[src/rtl/range_table.sv]
// Range lookup table: a ring of DEPTH {valid, first, last} entries filled at a write cursor,
// with a free-by-start-address operation and a single-cycle registered lookup.
module range_table #(
    parameter int unsigned      DEPTH      = 8,
    parameter int unsigned      AW         = 32,
    parameter int unsigned      TAG_W      = 4,
    parameter logic [TAG_W-1:0] REGION_TAG = 4'h8
) (
    input  logic                       clk_i,
    input  logic                       rst_i,
    input  logic                       flush_i,
    input  logic                       wr_en_i,
    input  logic [AW-1:0]              wr_first_i,
    input  logic [AW-1:0]              wr_last_i,
    input  logic                       free_en_i,
    input  logic [AW-1:0]              free_addr_i,
    input  logic                       lk_valid_i,
    input  logic [AW-1:0]              lk_addr_i,
    output logic                       lk_valid_o,
    output logic                       lk_hit_o,
    output logic [$clog2(DEPTH)-1:0]   lk_idx_o,
    output logic [AW-1:0]              lk_first_o,
    output logic [AW-1:0]              lk_last_o,
    output logic [AW-1:0]              recent_first_o,
    output logic [AW-1:0]              recent_last_o,
    output logic [$clog2(DEPTH+1)-1:0] count_o,
    output logic                       full_o,
    output logic                       ovw_o,
    output logic                       wr_err_o,
    output logic                       free_hit_o
);

    localparam int unsigned IW = $clog2(DEPTH);
    localparam int unsigned CW = $clog2(DEPTH + 1);

    logic [DEPTH-1:0] valid_q;
    logic [AW-1:0]    first_q [DEPTH];
    logic [AW-1:0]    last_q  [DEPTH];
    logic [IW-1:0]    cursor_q;

    logic             wr_ok;
    logic [DEPTH-1:0] free_match;
    logic [DEPTH-1:0] valid_n;
    logic [DEPTH-1:0] lk_match;
    logic             lk_hit_n;
    logic [IW-1:0]    lk_idx_n;
    logic [AW-1:0]    lk_first_n;
    logic [AW-1:0]    lk_last_n;
    logic [IW-1:0]    recent_idx;
    logic [CW-1:0]    count_n;

    assign wr_ok = wr_en_i && (wr_last_i >= wr_first_i);

    // Free clears on pre-edge contents; the write slot is then set, so a slot that
    // is both freed and written ends valid with the new data.
    always_comb begin
        free_match = '0;
        valid_n    = '0;
        for (int unsigned i = 0; i < DEPTH; i++) begin
            free_match[i] = free_en_i && valid_q[i] && (first_q[i] == free_addr_i);
            valid_n[i]    = valid_q[i] && !free_match[i];
            if (wr_ok && (IW'(i) == cursor_q)) begin
                valid_n[i] = 1'b1;
            end
        end
    end

    always_comb begin
        lk_match   = '0;
        lk_hit_n   = 1'b0;
        lk_idx_n   = '0;
        lk_first_n = '0;
        lk_last_n  = '0;
        for (int unsigned i = 0; i < DEPTH; i++) begin
            lk_match[i] = valid_q[i] && (lk_addr_i[AW-1 -: TAG_W] == REGION_TAG) &&
                          (first_q[i] <= lk_addr_i) && (lk_addr_i <= last_q[i]);
            if (lk_match[i] && !lk_hit_n) begin
                lk_hit_n   = 1'b1;
                lk_idx_n   = IW'(i);
                lk_first_n = first_q[i];
                lk_last_n  = last_q[i];
            end
        end
    end

    always_comb begin
        count_n = '0;
        for (int unsigned i = 0; i < DEPTH; i++) begin
            count_n = count_n + CW'(valid_q[i]);
        end
    end

    assign count_o        = count_n;
    assign full_o         = (count_n == CW'(DEPTH));
    assign recent_idx     = cursor_q - IW'(1);
    assign recent_first_o = first_q[recent_idx];
    assign recent_last_o  = last_q[recent_idx];

    always_ff @(posedge clk_i) begin
        if (rst_i) begin
            valid_q    <= '0;
            cursor_q   <= '0;
            for (int unsigned i = 0; i < DEPTH; i++) begin
                first_q[i] <= '0;
                last_q[i]  <= '0;
            end
            ovw_o      <= 1'b0;
            wr_err_o   <= 1'b0;
            free_hit_o <= 1'b0;
            lk_valid_o <= 1'b0;
            lk_hit_o   <= 1'b0;
            lk_idx_o   <= '0;
            lk_first_o <= '0;
            lk_last_o  <= '0;
        end else begin
            ovw_o      <= 1'b0;
            wr_err_o   <= 1'b0;
            free_hit_o <= 1'b0;
            if (flush_i) begin
                valid_q  <= '0;
                cursor_q <= '0;
            end else begin
                valid_q    <= valid_n;
                wr_err_o   <= wr_en_i && !wr_ok;
                free_hit_o <= |free_match;
                if (wr_ok) begin
                    first_q[cursor_q] <= wr_first_i;
                    last_q[cursor_q]  <= wr_last_i;
                    cursor_q          <= cursor_q + IW'(1);
                    ovw_o             <= valid_q[cursor_q];
                end
            end
            // Lookup sees pre-edge contents, including during a flush.
            lk_valid_o <= lk_valid_i;
            if (lk_valid_i) begin
                lk_hit_o   <= lk_hit_n;
                lk_idx_o   <= lk_idx_n;
                lk_first_o <= lk_first_n;
                lk_last_o  <= lk_last_n;
            end else begin
                lk_hit_o   <= 1'b0;
            end
        end
    end

endmodule

[config.mk]
export PLATFORM = sky130hd
export DESIGN_NAME = range_table
export DESIGN_NICKNAME = d
export VERILOG_FILES = /design/src/rtl/range_table.sv
export SDC_FILE = /design/constraint.sdc
export NUM_CORES = 2
export LEC_CHECK = 0
export CAP_MARGIN = 10
export CORE_UTILIZATION = 30
export DETAILED_ROUTE_END_ITERATION = 6
export SLEW_MARGIN = 15
export SYNTH_ARGS = -nofsm -noshare
export SYNTH_HDL_FRONTEND = slang
export SYNTH_SLANG_ARGS = --single-unit
[constraint.sdc]
create_clock -name clk_i -period 14.7 [get_ports clk_i]
set_input_delay 2.205 -clock clk_i [delete_from_list [all_inputs] [get_ports clk_i]]
set_output_delay 2.205 -clock clk_i [all_outputs]
set_load 0.05 [all_outputs]
Word level (Yosys, flattened, before mapping)
Memory sizes are Yosys's and may differ from the RTL's.
Cells that the tools add are included.

storage, ports and cells
  flip-flop bits (word level) = 83
  bits in latches = 0
  memory bits (writable) = 512
  memory bits (read-only) = 0
  input bits = 134
  output and inout port bits = 141
  logic and storage cells = 199
  memories = 2

memory list
  name     words  bits a word  read ports  clocked after Yosys merged registers in  wr ports  line  text
  first_q  8      32           9           0                                        8         37    logic [AW-1:0] first_q [DEPTH];
  last_q   8      32           9           0                                        8         38    logic [AW-1:0] last_q [DEPTH];

cells by class
  $add $sub $neg = 9
  multipliers = 0
  divide/modulo/power cells = 0
  magnitude comparators = 18
  eq/ne operators = 17
  shifts and indexed selects = 0
  multiplexer cells = 53
  bitwise logic cells = 2
  reductions and logical operators = 88

operator list
  cell                                                                           count
  32-bit two-way mux                                                             18
  32-bit <= comparator                                                           16
  32-bit == test                                                                 8
  1-bit logical AND                                                              65
  32-bit OR reduction                                                            2
  32-bit >= comparator                                                           1
  1-bit two-way mux                                                              26
  3-bit two-way mux                                                              8
  4-bit by 1-bit adder with 4-bit output                                         4
  1-bit zero test                                                                16
  3-bit == test (first input constant)                                           4
  4-bit == test (second input constant)                                          2
  8-bit OR reduction                                                             1
  2-bit by 3-bit == test with 1-bit output (first input constant)                2
  3-bit by 1-bit adder with 4-bit output                                         1
  3-bit by 4-bit less-than comparator with 1-bit output (second input constant)  1
  2-bit OR reduction                                                             2
  2-bit by 1-bit adder with 3-bit output                                         1
  3-bit by 1-bit adder with 3-bit output (second input constant)                 1
  1-bit binary-select mux with 3-bit select                                      1
  1-bit by 3-bit == test with 1-bit output (first input constant)                1
  3-bit zero test                                                                1
  3-bit OR reduction                                                             1
  3-bit by 1-bit subtractor with 3-bit output (second input constant)            1
  2 further kinds                                                                3

Logic depth before layout (Yosys ltp)
  depth after elaboration = 26
  depth in mapped cells = 16
  depth with buffers taken out = 12

Least setup slack after synthesis
No wires, ideal clock.

  path type = input port to flip-flop
  start point = input port wr_last_i[0]
  end point = memory first_q[0][0] (enable)
  setup time = 581 ps
  arrival = 8850 ps
  data required time = 14119 ps
  setup slack = 5269 ps
  cell stages on the path = 14
  buffers on the path = 2
  path through = clkinv_1 > ha_1 > nand2b_1 > a21o_1 > a21o_1 > a21o_1 > a21o_1 > a21o_1 > a211o_1 > a221oi_1 > o31a_1 > clkbuf_1 > clkbuf_1 > o31ai_1

RTL lines
  item             line  text
  start, declared  14    input logic [AW-1:0] wr_last_i,
  end, declared    37

Worst setup path after layout
  start point = input port lk_addr_i[24]
  end point = register lk_first_o[16]

on the way
  longest elaborated chain between the ends = 25
  elaborated cells on any way between the ends = 61
  classes of those cells = order compare: 16; mux: 15; reduce/logical: 30

RTL lines
  item                  line  text
  start, declared       18    input logic [AW-1:0] lk_addr_i,
  32-bit <= comparator  76    (first_q[i] <= lk_addr_i) && (lk_addr_i <= last_q[i]);
  1-bit logical AND     75    lk_match[i] = valid_q[i] && (lk_addr_i[AW-1 -: TAG_W] == REGION_TAG) &&
  1-bit logical AND     76
  1-bit two-way mux     77    if (lk_match[i] && !lk_hit_n) begin
  1-bit zero test       77
  1-bit logical AND     77
  1-bit two-way mux     77
  1-bit zero test       77
  [... 9 more ...]      -
  1-bit logical AND     77
  1-bit two-way mux     77
  1-bit zero test       77
  1-bit logical AND     77
  1-bit two-way mux     77
  1-bit zero test       77
  1-bit logical AND     77
  32-bit two-way mux *  77
  end signal, assigned  138   lk_first_o <= lk_first_n;
  end, declared         22    output logic [AW-1:0] lk_first_o,

Every way passes the cells marked *; elsewhere a longest branch is shown, timed or not.
A chain may end at the register's enable or synchronous reset.

==> flow_summary.ini <==
[cts]
post_cts_resized = 0
hold_buffers = 0
cts_num_sinks = 595
clkSlewWorstSetupHoldPaths_ps = 60
cts_tree = yes
ctsHtreeMaxLevel = 3
root_buffer = clkbuf_16
worstSkewPairLatency_ps = 720
cts.path.max_buffers = 3
numCtsBuffers = 72
cts_setup_buffers = 0

[critical_path]
crit_buf_inv = 4
crit_arrival_ps = 9100
cp_slowest_stage_delay_ps = 1020
path_cells = clkdlybuf4s50_1 > inv_1 > ha_1 > nand4_1 > nor4_1 > and2_1 > a31oi_1 > a2111oi_4 > buf_4 > a41oi_1 > nand4_1 > buf_4 > o22ai_1 > a31o_1 > a311oi_1
worstSetupStartpointType = input port
slowest_stage = nor4_1
reg2reg_to = lk_first_o[16]
worstPathRequired_ps = 15290
cp_top_family = simple AND/OR/NAND/NOR gates
crit_start = lk_addr_i[24]
timing.rr.start = first_q[0][29]
reg2regPathDepth = 13
path_class = input port to flop
rrSetupSlack_ps = 8590
worstPathMaxFanout = 24
crit_path_end_kind = flop

[logic_synthesis]
yosysTopAreaCellShare_pct = 33.81
synth_seq_cells = 595
async_flop_share_pct = 0
yosysTopAreaCell = edfxtp_1
netlist_area_um2 = 45480
synth_ff_type = edfxtp_1
yosys-top-cells-area = edfxtp_1 34%, ha_1 15%, mux4_2 6.4%
synth-edff-count = 512
synth_seq_area_share_pct = 37.46
syn_nets = 5189
synthCells = 4497
synth_area_per_cell_um2 = 10.11
yosysWarnings = 0
synth.distinct_cells = 81

[drt]
firstDrtPassIters = 7
vias = 42817
vias_per_cell = 6.364
postRouteAntennaNets = 0
wl_per_cell_um = 37.24
drc = 0
drt_iter0_drc = 6753
wl_um = 250500

[run]
maxCapViolCount = 0

[power]
swShare_pct = 32.00
p_per_area_nw_per_um2 = 92.05
ir_worst_vdd_mv = 0.08238
clock_power_share_pct = 39.3
p_int_uw = 3320
seqPwrFrac_pct = 41.0
p_leak_uw = 0.01936
pwr-share-comb_pct = 19.7
power_switching_uw = 1562

[floorplanning]
die-area_um2 = 153200
start_util_pct = 30.29
dieHeight_um = 391.4
core_area_um2 = 150100
die_x_um = 391.4
rows = 142
io_pins = 275

[cells_and_area]
final_nets = 5338
final-seq-area_um2 = 17040
postLayoutCellArea_um2 = 53040
area_delta_synth_final_pct = 16.62
final_layout_size_suffix_gt1_share_pct = 10.16
multi_input_area_um2 = 26090
nFillCells = 15048

[place]
portBuffers = 274
placed_area_um2 = 50560
hpwlAfterDp_um = 185600
place_congestion = 1.113

[timing]
drv_slew = 0
setup_tns_ps = 0
hold_viol_final = 0
fin_crit_ps = 8512
fmax_mhz = 117.5
setup_viol = 0
maxSlewHeadroom_pct = 17.35
period_share_pct = 57.91
worstMarginPinSlew_ps = 1235
grt_setup_unrepaired = false
finalClockSkew_ps = 42.10

[grt]
grt_overflow_total = 0
grt_pass1_wl_um = 338400
grt_max_degree = 84
grt_use_total_pct = 31.92
first_global_vias = 39864
antenna_found_initial = 17

[hold_path]
hold_start = lk_last_o[9]
whs_path_depth = 2
hold_end = lk_last_o[9]
min_path_type = flop to flop

[outcome]
status = finished clean
==> how the worst max path moves through the flow <==
stage                           to  cells after the start
finish              lk_first_o[16]                     15
global route         last_q[6][19]                     16
CTS                  last_q[3][24]                     16
detailed placement   last_q[3][25]                     16
global placement     last_q[6][24]                     16
floorplan            first_q[0][0]                     14
==> cells in the final DEF, fill, tap and decap left out, types with 113 or more instances in the layout <==
cell / n
nand2_1: 225
xor2_1: 119
nor4_1: 131
nor3_1: 488
edfxtp_1: 512
mux4_2: 130
inv_1: 369
nor2_1: 125
xnor2_1: 132
nand4_1: 148
clkdlybuf4s50_1: 272
o21ai_0: 113
ha_1: 553
a21oi_1: 258
==> layout make-up <==
type	count	share of cell area [%]
multi-input cells	3213	49.19
flip-flops and latches	595	32.13
repair buffers	361	6.393
well taps	2016	4.756
clock buffers	92	3.678
inverters	403	2.852
clock inverters	42	0.9648
diodes	6	0.02831
==> registers in the layout, indices dropped and copies added, names as in the netlist <==
name,count
lk_valid_o,1
valid_q,8
cursor_q,3
ovw_o,1
free_hit_o,1
lk_first_o,32
lk_idx_o,3
first_q,256
wr_err_o,1
lk_hit_o,1
lk_last_o,32
last_q,256
==> synthesized netlist by cell type (64+ instances only) <==
| cell | count |
|---|---|
| a21o_1 | 85 |
| nor4_1 | 135 |
| nand2_1 | 226 |
| o21ai_0 | 120 |
| nand3_1 | 104 |
| clkbuf_1 | 245 |
| nor2_1 | 127 |
| a21oi_1 | 258 |
| ha_1 | 554 |
| xnor2_1 | 132 |
| inv_1 | 369 |
| nand4_1 | 148 |
| edfxtp_1 | 512 |
| dfxtp_1 | 83 |
| mux2_2 | 64 |
| xor2_1 | 120 |
| nor3_1 | 488 |
| mux4_2 | 130 |
==> logic make-up after synthesis <==
logic type / share of synthesized area (%)
buffers and inverters: 5.791
xor gates and xnor gates: 4.853
AOI/OAI and AO/OA: 13.64
muxes: 8.154
DFF: 37.46
adders and majority gates: 15.42
and+or+nand+nor: 14.69
==> worst reg2reg max path, stage by stage, from the launching register on <==
cell	delay, ps
edfxtp_1	610
ha_1	410
nand4_1	280
nor4_1	1000
and2_1	250
a31oi_1	70
a2111oi_4	540
buf_4	420
a41oi_1	180
nand4_1	870
buf_4	660
o22ai_1	190
a31o_1	220
a311oi_1	290
==> layer usage <==
metal  track usage (%)  part of all wire [%]
met1             42.20                    39
met2             47.28                    42
met3             8.726                    13
met4             16.60                   6.1
met5                 0                 0.038
==> through the flow <==
stage,total power [uW],utilization (%),hold slack [ps],worst slack [ps],instances
2_1_floorplan,2519,-,471.0,5269,4497
3_3_place_gp,2960,33.67,479.7,5927,6588
3_5_place_dp,2963,33.67,486.3,5811,6588
4_1_cts,4849,35.31,497.6,6583,6722
5_1_grt,4976,35.32,516.7,6120,6722
6_report,4882,35.33,494.8,6188,6728
==> power by group through the flow <==
stage / logic (uW) / registers, uW / clock network (uW)
after floorplan: 509 / 2010 / 0
after global placement: 928 / 2030 / 0
after detailed placement: 931 / 2030 / 0
after CTS: 935 / 2000 / 1920
after global routing: 1000 / 2000 / 1970
final: 961 / 2000 / 1920
Power figures use the tool's default switching activity.
